===== config.mk =====
export PLATFORM = sky130hd
export DESIGN_NAME = conv_layer_ctrl_flat
export DESIGN_NICKNAME = d
export VERILOG_FILES = /design/src/rtl/conv_layer_ctrl_if.sv /design/src/rtl/conv_layer_ctrl.sv /design/src/flat_wrapper.sv
export SDC_FILE = /design/constraint.sdc
export NUM_CORES = 1
export LEC_CHECK = 0
export BUFFER_PORTS_ARGS = -buffer_cell sky130_fd_sc_hd__buf_2
export CAP_MARGIN = 20
export CORE_UTILIZATION = 55
export DETAILED_ROUTE_END_ITERATION = 10
export PLACE_DENSITY = 0.87
export SLEW_MARGIN = 20
export SYNTH_ARGS = -nofsm -noshare
export SYNTH_HDL_FRONTEND = slang
export SYNTH_SLANG_ARGS = --single-unit

===== constraint.sdc =====
create_clock -name clk -period 3.2 [get_ports clk]
set_input_delay 0.16 -clock clk [delete_from_list [all_inputs] [get_ports clk]]
set_output_delay 0.16 -clock clk [all_outputs]
set_load 0.02 [all_outputs]

===== src/rtl/conv_layer_ctrl_if.sv =====
// Handshake/bus bundle between conv_layer_ctrl and the surrounding datapath.
// Optional perf counters appear when CONV_LAYER_CTRL_PERF_EN is defined.
interface conv_layer_ctrl_if #(
  parameter int WGT_ADDR_W = 5,
  parameter int PIX_ADDR_W = 16
);
  logic                  start;
  logic                  abort;
  logic                  out_stall;
  logic                  hs_valid;
  logic                  busy;
  logic                  done;
  logic                  err_overflow;
  logic                  wgt_rd_en;
  logic [WGT_ADDR_W-1:0] wgt_addr;
  logic                  wgt_load;
  logic [WGT_ADDR_W-1:0] wgt_load_idx;
  logic                  pix_rd_en;
  logic [PIX_ADDR_W-1:0] pix_addr;
  logic                  fifo_wr_en;
  logic                  out_wr_en;
  logic [PIX_ADDR_W-1:0] out_addr;
`ifdef CONV_LAYER_CTRL_PERF_EN
  logic [31:0]           perf_cycles;
  logic [31:0]           perf_stalls;
`endif

  // controller side
  modport master (
`ifdef CONV_LAYER_CTRL_PERF_EN
    output perf_cycles, output perf_stalls,
`endif
    input  start, abort, out_stall, hs_valid,
    output busy, done, err_overflow, wgt_rd_en, wgt_addr, wgt_load, wgt_load_idx,
    output pix_rd_en, pix_addr, fifo_wr_en, out_wr_en, out_addr
  );

  // datapath / environment side
  modport slave (
`ifdef CONV_LAYER_CTRL_PERF_EN
    input  perf_cycles, input perf_stalls,
`endif
    output start, abort, out_stall, hs_valid,
    input  busy, done, err_overflow, wgt_rd_en, wgt_addr, wgt_load, wgt_load_idx,
    input  pix_rd_en, pix_addr, fifo_wr_en, out_wr_en, out_addr
  );
endinterface


===== src/rtl/conv_layer_ctrl.sv =====
// First-layer convolution sequencer: loads NUM_FILTERS weights + bias into the
// conv2d bank, streams the image into the line buffer, counts results out.
// Optional feature macro: CONV_LAYER_CTRL_PERF_EN (perf_cycles / perf_stalls).
module conv_layer_ctrl #(
  parameter int IMAGE_SIZE  = 224,
  parameter int OUT_SIZE    = 112,
  parameter int NUM_FILTERS = 16,
  parameter int PIX_ADDR_W  = 16,
  parameter int WGT_ADDR_W  = 5
) (
  input  logic               clk,
  input  logic               rst,
  conv_layer_ctrl_if.master  bus
);
  typedef enum logic [2:0] {IDLE, LOAD_W, STREAM, DRAIN, DONE} state_e;

  localparam logic [WGT_ADDR_W-1:0] WGT_LAST = WGT_ADDR_W'(NUM_FILTERS);
  localparam logic [PIX_ADDR_W-1:0] PIX_LAST = PIX_ADDR_W'(IMAGE_SIZE*IMAGE_SIZE-1);
  localparam logic [PIX_ADDR_W:0]   OUT_FULL = (PIX_ADDR_W+1)'(OUT_SIZE*OUT_SIZE);

  state_e                state_q;
  logic [WGT_ADDR_W-1:0] wgt_cnt_q;
  logic [PIX_ADDR_W-1:0] pix_cnt_q;
  logic [PIX_ADDR_W:0]   out_cnt_q;   // one spare bit so the full count is representable
  logic                  wgt_load_q;
  logic [WGT_ADDR_W-1:0] wgt_load_idx_q;
  logic                  fifo_wr_en_q;
  logic                  err_q;

  logic busy, start_go, wgt_rd_en, pix_rd_en, out_full, out_wr_en;

  // abort beats start in IDLE
  assign start_go  = (state_q == IDLE) && bus.start && !bus.abort;
  assign busy      = (state_q == LOAD_W) || (state_q == STREAM) || (state_q == DRAIN);
  assign wgt_rd_en = (state_q == LOAD_W);
  assign pix_rd_en = (state_q == STREAM) && !bus.out_stall;
  assign out_full  = (out_cnt_q >= OUT_FULL);
  assign out_wr_en = bus.hs_valid && busy && !out_full;

  assign bus.busy         = busy;
  assign bus.done         = (state_q == DONE);
  assign bus.err_overflow = err_q;
  assign bus.wgt_rd_en    = wgt_rd_en;
  assign bus.wgt_addr     = wgt_cnt_q;
  assign bus.wgt_load     = wgt_load_q;
  assign bus.wgt_load_idx = wgt_load_idx_q;
  assign bus.pix_rd_en    = pix_rd_en;
  assign bus.pix_addr     = pix_cnt_q;
  assign bus.fifo_wr_en   = fifo_wr_en_q;
  assign bus.out_wr_en    = out_wr_en;
  assign bus.out_addr     = out_cnt_q[PIX_ADDR_W-1:0];

  // Sequencer FSM, counters and the 1-cycle memory-latency strobes
  always_ff @(posedge clk or posedge rst) begin
    if (rst) begin
      state_q        <= IDLE;
      wgt_cnt_q      <= '0;
      pix_cnt_q      <= '0;
      out_cnt_q      <= '0;
      wgt_load_q     <= 1'b0;
      wgt_load_idx_q <= '0;
      fifo_wr_en_q   <= 1'b0;
      err_q          <= 1'b0;
    end else begin
      // memory read data lands one cycle after the strobe, even across abort
      wgt_load_q     <= wgt_rd_en;
      wgt_load_idx_q <= wgt_cnt_q;
      fifo_wr_en_q   <= pix_rd_en;
      if (out_wr_en) out_cnt_q <= out_cnt_q + 1'b1;
      if (bus.hs_valid && (!busy || out_full)) err_q <= 1'b1;
      case (state_q)
        IDLE: if (start_go) begin
          state_q   <= LOAD_W;
          wgt_cnt_q <= '0;
          pix_cnt_q <= '0;
          out_cnt_q <= '0;
          err_q     <= 1'b0;
        end
        LOAD_W: begin
          if (bus.abort) state_q <= IDLE;
          else if (wgt_cnt_q == WGT_LAST) state_q <= STREAM;
          else wgt_cnt_q <= wgt_cnt_q + 1'b1;
        end
        STREAM: begin
          if (bus.abort) state_q <= IDLE;
          else if (pix_rd_en) begin
            if (pix_cnt_q == PIX_LAST) state_q <= DRAIN;
            else pix_cnt_q <= pix_cnt_q + 1'b1;
          end
        end
        DRAIN: begin
          if (bus.abort) state_q <= IDLE;
          else if (out_full) state_q <= DONE;
        end
        DONE:    state_q <= IDLE;
        default: state_q <= IDLE;
      endcase
    end
  end

`ifdef CONV_LAYER_CTRL_PERF_EN
  logic [31:0] perf_cycles_q, perf_stalls_q;
  assign bus.perf_cycles = perf_cycles_q;
  assign bus.perf_stalls = perf_stalls_q;

  // Saturating busy/stall cycle counters, cleared when a run starts
  always_ff @(posedge clk or posedge rst) begin
    if (rst) begin
      perf_cycles_q <= '0;
      perf_stalls_q <= '0;
    end else if (start_go) begin
      perf_cycles_q <= '0;
      perf_stalls_q <= '0;
    end else begin
      if (busy && (perf_cycles_q != '1)) perf_cycles_q <= perf_cycles_q + 1'b1;
      if ((state_q == STREAM) && bus.out_stall && (perf_stalls_q != '1))
        perf_stalls_q <= perf_stalls_q + 1'b1;
    end
  end
`endif
endmodule


===== src/flat_wrapper.sv =====
// flat-port wrapper written by rule: the top's interface ports become plain ports
module conv_layer_ctrl_flat 
#(
  parameter int IMAGE_SIZE  = 224,
  parameter int OUT_SIZE    = 112,
  parameter int NUM_FILTERS = 16,
  parameter int PIX_ADDR_W  = 16,
  parameter int WGT_ADDR_W  = 5
)
  (clk, rst, bus_start, bus_abort, bus_out_stall, bus_hs_valid, bus_busy, bus_done, bus_err_overflow, bus_wgt_rd_en, bus_wgt_addr, bus_wgt_load, bus_wgt_load_idx, bus_pix_rd_en, bus_pix_addr, bus_fifo_wr_en, bus_out_wr_en, bus_out_addr);
  conv_layer_ctrl_if #(.WGT_ADDR_W(WGT_ADDR_W), .PIX_ADDR_W(PIX_ADDR_W)) bus_i ();
  input  logic clk;
  input  logic rst;
  input wire logic [$bits(bus_i.start)-1:0] bus_start;
  input wire logic [$bits(bus_i.abort)-1:0] bus_abort;
  input wire logic [$bits(bus_i.out_stall)-1:0] bus_out_stall;
  input wire logic [$bits(bus_i.hs_valid)-1:0] bus_hs_valid;
  output wire logic [$bits(bus_i.busy)-1:0] bus_busy;
  output wire logic [$bits(bus_i.done)-1:0] bus_done;
  output wire logic [$bits(bus_i.err_overflow)-1:0] bus_err_overflow;
  output wire logic [$bits(bus_i.wgt_rd_en)-1:0] bus_wgt_rd_en;
  output wire logic [$bits(bus_i.wgt_addr)-1:0] bus_wgt_addr;
  output wire logic [$bits(bus_i.wgt_load)-1:0] bus_wgt_load;
  output wire logic [$bits(bus_i.wgt_load_idx)-1:0] bus_wgt_load_idx;
  output wire logic [$bits(bus_i.pix_rd_en)-1:0] bus_pix_rd_en;
  output wire logic [$bits(bus_i.pix_addr)-1:0] bus_pix_addr;
  output wire logic [$bits(bus_i.fifo_wr_en)-1:0] bus_fifo_wr_en;
  output wire logic [$bits(bus_i.out_wr_en)-1:0] bus_out_wr_en;
  output wire logic [$bits(bus_i.out_addr)-1:0] bus_out_addr;
  assign bus_i.start = bus_start;
  assign bus_i.abort = bus_abort;
  assign bus_i.out_stall = bus_out_stall;
  assign bus_i.hs_valid = bus_hs_valid;
  assign bus_busy = bus_i.busy;
  assign bus_done = bus_i.done;
  assign bus_err_overflow = bus_i.err_overflow;
  assign bus_wgt_rd_en = bus_i.wgt_rd_en;
  assign bus_wgt_addr = bus_i.wgt_addr;
  assign bus_wgt_load = bus_i.wgt_load;
  assign bus_wgt_load_idx = bus_i.wgt_load_idx;
  assign bus_pix_rd_en = bus_i.pix_rd_en;
  assign bus_pix_addr = bus_i.pix_addr;
  assign bus_fifo_wr_en = bus_i.fifo_wr_en;
  assign bus_out_wr_en = bus_i.out_wr_en;
  assign bus_out_addr = bus_i.out_addr;
  conv_layer_ctrl #(.IMAGE_SIZE(IMAGE_SIZE), .OUT_SIZE(OUT_SIZE), .NUM_FILTERS(NUM_FILTERS), .PIX_ADDR_W(PIX_ADDR_W), .WGT_ADDR_W(WGT_ADDR_W)) u_core (.clk(clk), .rst(rst), .bus(bus_i));
endmodule

# Word level (Yosys, flattened, before mapping)
# Index checks and enable logic that the tools add are counted.
dict set report word_totals {
  register_bits 49
  input_bits 6
}
dict set report classes {
  mux 24
  eq_ne 16
  reduce_logical 19
  add_sub_neg 3
  n_lt_le_gt_ge 1
}
# op count
set op_table {}
lappend op_table {{$mux 16} 4}
lappend op_table {{$mux 17} 3}
lappend op_table {{$pmux 16 s2} 1}
lappend op_table {{$mux 3} 8}
lappend op_table {{$add 17x1->17 const B} 1}
lappend op_table {{$ge 17x14->1 const B} 1}
lappend op_table {{$add 16x1->16 const B} 1}
lappend op_table {{$eq 16x16->1 const B} 1}
lappend op_table {{$mux 5} 3}
lappend op_table {{$pmux 3 s4} 1}
lappend op_table {{$pmux 5 s2} 1}
lappend op_table {{$reduce_and 5->1} 2}
lappend op_table {{$ne 2x2->1 const B} 4}
lappend op_table {{$eq 3x2->1 const B} 2}
lappend op_table {{$logic_and 1x1->1} 6}
lappend op_table {{$ne 3x2->1 const B} 2}
lappend op_table {{$ne 3x3->1 const B} 2}
lappend op_table {{$add 5x1->5 const B} 1}
lappend op_table {{$eq 5x5->1 const B} 1}
lappend op_table {{$logic_not 1->1} 4}
lappend op_table {{$ne 2x1->1 const B} 2}
lappend op_table {{$reduce_and 4->1} 1}
lappend op_table {{$reduce_bool 2->1} 2}
lappend op_table {{$eq 3x1->1 const B} 1}
lappend op_table {{4 further kinds} 8}

# Logic depth before layout (Yosys ltp)
dict set report logic_depth {
  word_depth 9
  mapped_depth 7
  mapped_depth_nobuf 6
}

# Worst setup path before layout
# OpenSTA, ideal clock, no wires.
dict set report synth_timing {
  path_kind {reg-to-reg}
  start {register u_core.state_q[0]}
  end {register u_core.pix_cnt_q[7] (netlist: u_core.bus.pix_addr[7])}
  period_less_slack_ps 2083
  setup_slack_ps 1117
  stages_incl_launch_ff 6
  arrival_time_ps 2006
  path_cell_list {dfrtp_1 or4b_1 buf_2 or3_4 or4_1 a21oi_1}
}
dict set report synth_via {
  elab_chain_len 5
  word_cells_on_any_way 12
  cone_classes {eq/ne (5); mux (1); reduce/logical (6)}
}
# item line_no
set synth_rtl {}
lappend synth_rtl {{from (decl)} conv_layer_ctrl.sv:21} ;# state_e state_q;
lappend synth_rtl {{from (signal assigned)} conv_layer_ctrl.sv:56} ;# state_q <= IDLE;
lappend synth_rtl {{from (signal assigned)} conv_layer_ctrl.sv:73} ;# state_q <= LOAD_W;
lappend synth_rtl {{from (signal assigned)} conv_layer_ctrl.sv:80} ;# if (bus.abort) state_q <= IDLE;
lappend synth_rtl {{$logic_not 3->1} {conv_layer_ctrl.sv:33, conv_layer_ctrl.sv:71}}
lappend synth_rtl {{$logic_and 1x1->1 (2 in a row)} conv_layer_ctrl.sv:33} ;# assign start_go = (state_q == IDLE) && bus.start && !bus.abort;
lappend synth_rtl {{$ne 2x1->1 (no line)} -}
lappend synth_rtl {{$reduce_and 5->1 (no line)} -}
lappend synth_rtl {{to (signal assigned)} conv_layer_ctrl.sv:88} ;# else pix_cnt_q <= pix_cnt_q + 1'b1;
lappend synth_rtl {{to (decl)} conv_layer_ctrl.sv:23} ;# logic [PIX_ADDR_W-1:0] pix_cnt_q;
# Several ways; a longest one is shown, not always the timed one.
# A chain may end at the register's enable or synchronous reset.

# Worst setup path in the final report
# Same ends and word-level chain as after synthesis.

==> reports/summary.md <==
### Yosys
- 0 — number of synthesized flops with an enable pin
- 45 — Unique masters post-synth
- 100% — async set or reset register ratio after synthesis
- 45.6% — register area share after synthesis
- 49 — synthesis-stage register bit count
- 0 — number of warnings issued by yosys
- sky130_fd_sc_hd__dfrtp_1 — top flip-flop cell by instance count after synthesis
- 293 — Synthesized Nets
- 282 — Mapped Cells
- 2690 um^2 — post-synthesis cell area
- 9.53 um^2 — syn_area_per_cell

### Pwr
- 1.39 nW — standby leakage power
- 19.2% — Clk network pwr share
- 46.8% — sequential fraction of design power
- 40.1% — Sw Share
- 0.739 mW — net switching power
- 0.566 mV — VDD IR-drop max
- 1.10 mW — internal power
- 622 nW/um^2 — Power Dens Cells
- 34.0% — combinational share of power

### STA
- 0 — final setup vio count
- 74.4% — period utilization
- 11 — Final Hold Violating Endpoints
- 0.420 GHz — Max Fclk
- 2.38 ns — final critical path time including I/O delays and setup
- 0.847 ns — Least-Margin Pin Slew
- 43.6% — headroom to the max-slew limit
- -0.0280 ns — final worst hold slack
- 0.00584 ns — Clock Skews
- false — setup repair after global routing missed its margin
- 0 ns — setup tns final
- 0 — Final Max Tran Viols

### Run
- 0 — maxcap violations

### Critical path
- 15 — maximum fanout along the worst path
- 4 — FF-to-FF path depth
- 3.42 ns — critical path data required time
- sky130_fd_sc_hd__or4b_1 — Worst path slowest cell
- 0.65 ns — largest stage delay on the critical path
- flop to flop — type of the setup path with the least slack
- u_core.bus.pix_addr[7]$_DFFE_PP0P_ — endpoint of the lowest-slack register-to-register path
- 2.60 ns — data arrival time at the worst-slack endpoint
- u_core.state_q[0]$_DFFE_PP0P_ — startpoint of the most critical register-to-register path
- flop — critical path startpoint category
- flop — kind of end point of the critical path
- 0.82 ns — worst setup slack for register-to-register paths
- or4b_1 > or3_4 > or4_1 > a21oi_1 — cell chain of the critical path

### Detailed routing
- 5.55 mm — routed wire length
- 0 — count of unresolved DRC violations after routing
- 0 — Antenna Nets Post-Route
- 4 — number of optimization iterations in the first detailed-route pass
- 134 — number of violations reported at the end of detailed-routing iteration 0
- 14.4 um — routed len/inst
- 6.11 — drt via density
- 2354 — total number of vias

### Floorplanning
- 4720 um^2 — total core area
- 71.9 um — DIE WIDTH
- 5170 um^2 — Die Outline Area
- 25 — Std-Cell Rows
- 71.9 um — vertical extent of the die
- 56 — I/O pin count
- 56.9% — effective utilization at floorplan

### GRT
- met2 — Most Crowded Layer GR
- 2102 — number of global-route vias before repair
- 28.9% — global routing usage on met1
- 22.6% — overall fraction of global-route tracks in use
- 0 — antenna violations before repair
- 37.5% — grt met2 use
- 0 — global-route congestion overflow total
- 50 — largest net degree at the start of global routing
- 3.80% — global routing usage on met3
- 9.23 mm — global-route wire length before repair

### Layout
- 24.2% — fraction of layout cells with a size suffix above 1
- 2960 um^2 — final cell area excluding filler cells
- 10.2% — area delta synth->final
- 387 — Layout fillers
- 0 — final antenna diode count
- 328 — net count of the finished layout
- 385 — non-filler instance count after layout

### Status
- negative hold slack — violations in the final reports
- finished, violations left — result of the run

### CTS
- 0 — post_cts resized
- done — TritonCTS clock tree
- 0 — number of hold buffers added after cts
- 0.09 ns — CTS clk-pin slew, worst paths
- 49 — Sink Count
- 5 — total CTS buffers
- 2 — number of buffers between clock root and the deepest sink
- 2 — number of H-tree levels
- 0.30 ns — Skew-Pair Late Insertion Delay
- sky130_fd_sc_hd__clkbuf_8 — clock root cell
- 0 — setup fix buffers added after clock tree synthesis

### Placed design
- 3.89 mm — post-detail-place hpwl
- 0.836 — routability cong.
- 55 — Port Buffers
- 377 — Inst Count DP
- 2880 um^2 — DP Area

### Min path
- input port to asynchronous set/reset pin — worst hold-check path type

per-stage QoR:
stage / power [mW] / util (%) / setup slack, ns
floorplan: 1.34 / - / 1.12
global placement: 1.47 / 60.9 / 0.909
detailed placement: 1.50 / 60.9 / 0.821
CTS: 1.85 / 62.7 / 0.818
global route: 1.96 / 62.7 / 0.733
finish: 1.84 / 62.7 / 0.821
placed cells by master, fill, tap and decap left out, types with 2 or more instances in the layout:
master and count:
sky130_fd_sc_hd__a21oi_1 20, sky130_fd_sc_hd__and2_1 7, sky130_fd_sc_hd__and3_1 4, sky130_fd_sc_hd__and4_1 3
sky130_fd_sc_hd__buf_2 55, sky130_fd_sc_hd__buf_4 2, sky130_fd_sc_hd__clkbuf_8 5, sky130_fd_sc_hd__clkinv_2 3
sky130_fd_sc_hd__dfrtp_1 49, sky130_fd_sc_hd__ha_1 5, sky130_fd_sc_hd__inv_1 10, sky130_fd_sc_hd__mux2i_1 6
sky130_fd_sc_hd__nand2_1 24, sky130_fd_sc_hd__nand2b_1 2, sky130_fd_sc_hd__nand3_1 14, sky130_fd_sc_hd__nand4_1 10
sky130_fd_sc_hd__nor2_1 9, sky130_fd_sc_hd__nor3_1 8, sky130_fd_sc_hd__nor4_1 5, sky130_fd_sc_hd__o211ai_1 4
sky130_fd_sc_hd__o21ai_0 9, sky130_fd_sc_hd__o22a_2 2, sky130_fd_sc_hd__o31ai_1 16, sky130_fd_sc_hd__or2_2 2
sky130_fd_sc_hd__or3_1 6, sky130_fd_sc_hd__or3_2 2, sky130_fd_sc_hd__or4_1 16, sky130_fd_sc_hd__xor2_1 2
worst max path at each step:
stage                                   from                            endpoint  slack (ns)  cells past startpoint
4_1_cts        u_core.state_q[0]$_DFFE_PP0P_  u_core.bus.pix_addr[7]$_DFFE_PP0P_        0.82                      4
3_3_place_gp   u_core.state_q[0]$_DFFE_PP0P_  u_core.bus.pix_addr[7]$_DFFE_PP0P_        0.91                      4
6_report       u_core.state_q[0]$_DFFE_PP0P_  u_core.bus.pix_addr[7]$_DFFE_PP0P_        0.82                      4
2_1_floorplan  u_core.state_q[0]$_DFFE_PP0P_  u_core.bus.pix_addr[7]$_DFFE_PP0P_        1.12                      5
3_5_place_dp   u_core.state_q[0]$_DFFE_PP0P_  u_core.bus.pix_addr[7]$_DFFE_PP0P_        0.82                      4
5_1_grt        u_core.state_q[0]$_DFFE_PP0P_  u_core.bus.pix_addr[7]$_DFFE_PP0P_        0.73                      4
critical path: cells and delay by family (launching register included):
family / cells / cell delay [ns]
and+or+nand+nor: 3 / 1.62
AOI/OAI and AO/OA: 1 / 0.16
DFF: 1 / 0.52
state kept, by name, indices dropped and copies added (netlist names):
register / flops
u_core.bus.wgt_load: 1
u_core.bus.fifo_wr_en: 1
u_core.out_cnt_q: 17
u_core.bus.err_overflow: 1
u_core.bus.wgt_load_idx: 5
u_core.bus.pix_addr: 16
u_core.bus.wgt_addr: 5
u_core.state_q: 3
logic make-up after synthesis:
group | count (synthesis) | synth area share [%]
compound gates | 60 | 14.8
mux | 6 | 2.24
simple gates | 119 | 25.7
flops | 49 | 45.6
buf+inv | 40 | 8.34
fa+ha+maj | 5 | 2.33
xor+xnor | 3 | 0.978
power groups by stage:
stage	Combinational, mW	Sequential [mW]	Clock [mW]
final	0.627	0.862	0.354
after global routing	0.701	0.882	0.380
after CTS	0.630	0.859	0.360
after detailed placement	0.630	0.871	0
after floorplan	0.437	0.901	0
after global placement	0.611	0.863	0
synth_stat cells (2+ instances only):
cell | count | area, um^2
sky130_fd_sc_hd__xor2_1 | 2 | 17.5
sky130_fd_sc_hd__and4_1 | 3 | 26.3
sky130_fd_sc_hd__buf_4 | 17 | 128
sky130_fd_sc_hd__nor3_1 | 8 | 40.0
sky130_fd_sc_hd__nor4_1 | 5 | 31.3
sky130_fd_sc_hd__dfrtp_1 | 49 | 1230
sky130_fd_sc_hd__or3_1 | 6 | 37.5
sky130_fd_sc_hd__or3_2 | 2 | 15.0
sky130_fd_sc_hd__nand2_1 | 24 | 90.1
sky130_fd_sc_hd__o211ai_1 | 4 | 30.0
sky130_fd_sc_hd__buf_2 | 2 | 10.0
sky130_fd_sc_hd__or2_2 | 2 | 12.5
sky130_fd_sc_hd__o22a_2 | 2 | 20.0
sky130_fd_sc_hd__nand2b_1 | 2 | 12.5
sky130_fd_sc_hd__nor2_1 | 9 | 33.8
sky130_fd_sc_hd__or4_1 | 16 | 120
sky130_fd_sc_hd__a21oi_1 | 20 | 100
sky130_fd_sc_hd__ha_1 | 5 | 62.6
sky130_fd_sc_hd__nand4_1 | 10 | 62.6
sky130_fd_sc_hd__o31ai_1 | 16 | 120
sky130_fd_sc_hd__and3_1 | 4 | 25.0
sky130_fd_sc_hd__inv_1 | 11 | 41.3
sky130_fd_sc_hd__nand3_1 | 14 | 70.1
sky130_fd_sc_hd__mux2i_1 | 6 | 60.1
sky130_fd_sc_hd__clkbuf_1 | 9 | 33.8
sky130_fd_sc_hd__o21ai_0 | 9 | 45.0
sky130_fd_sc_hd__and2_1 | 7 | 43.8
area by class of cell:
type                    count  area, um^2  share of cell area (%)
clock buffers               6        72.6                    2.45
clock inverters             2        10.0                   0.338
flip-flops and latches     49        1230                    41.4
multi-input cells         193        1240                    41.7
inverters                  11        42.5                    1.44
repair buffers             57         290                    9.80
well taps                  67        83.8                    2.83
routing by layer:
layer | wire length, um | up-vias
met5 | 0 | -
met4 | 94 | 0
met3 | 244 | 9
met2 | 2790 | 78
met1 | 2420 | 1154
li1 | - | 1113
Power figures use the tool's default switching activity.
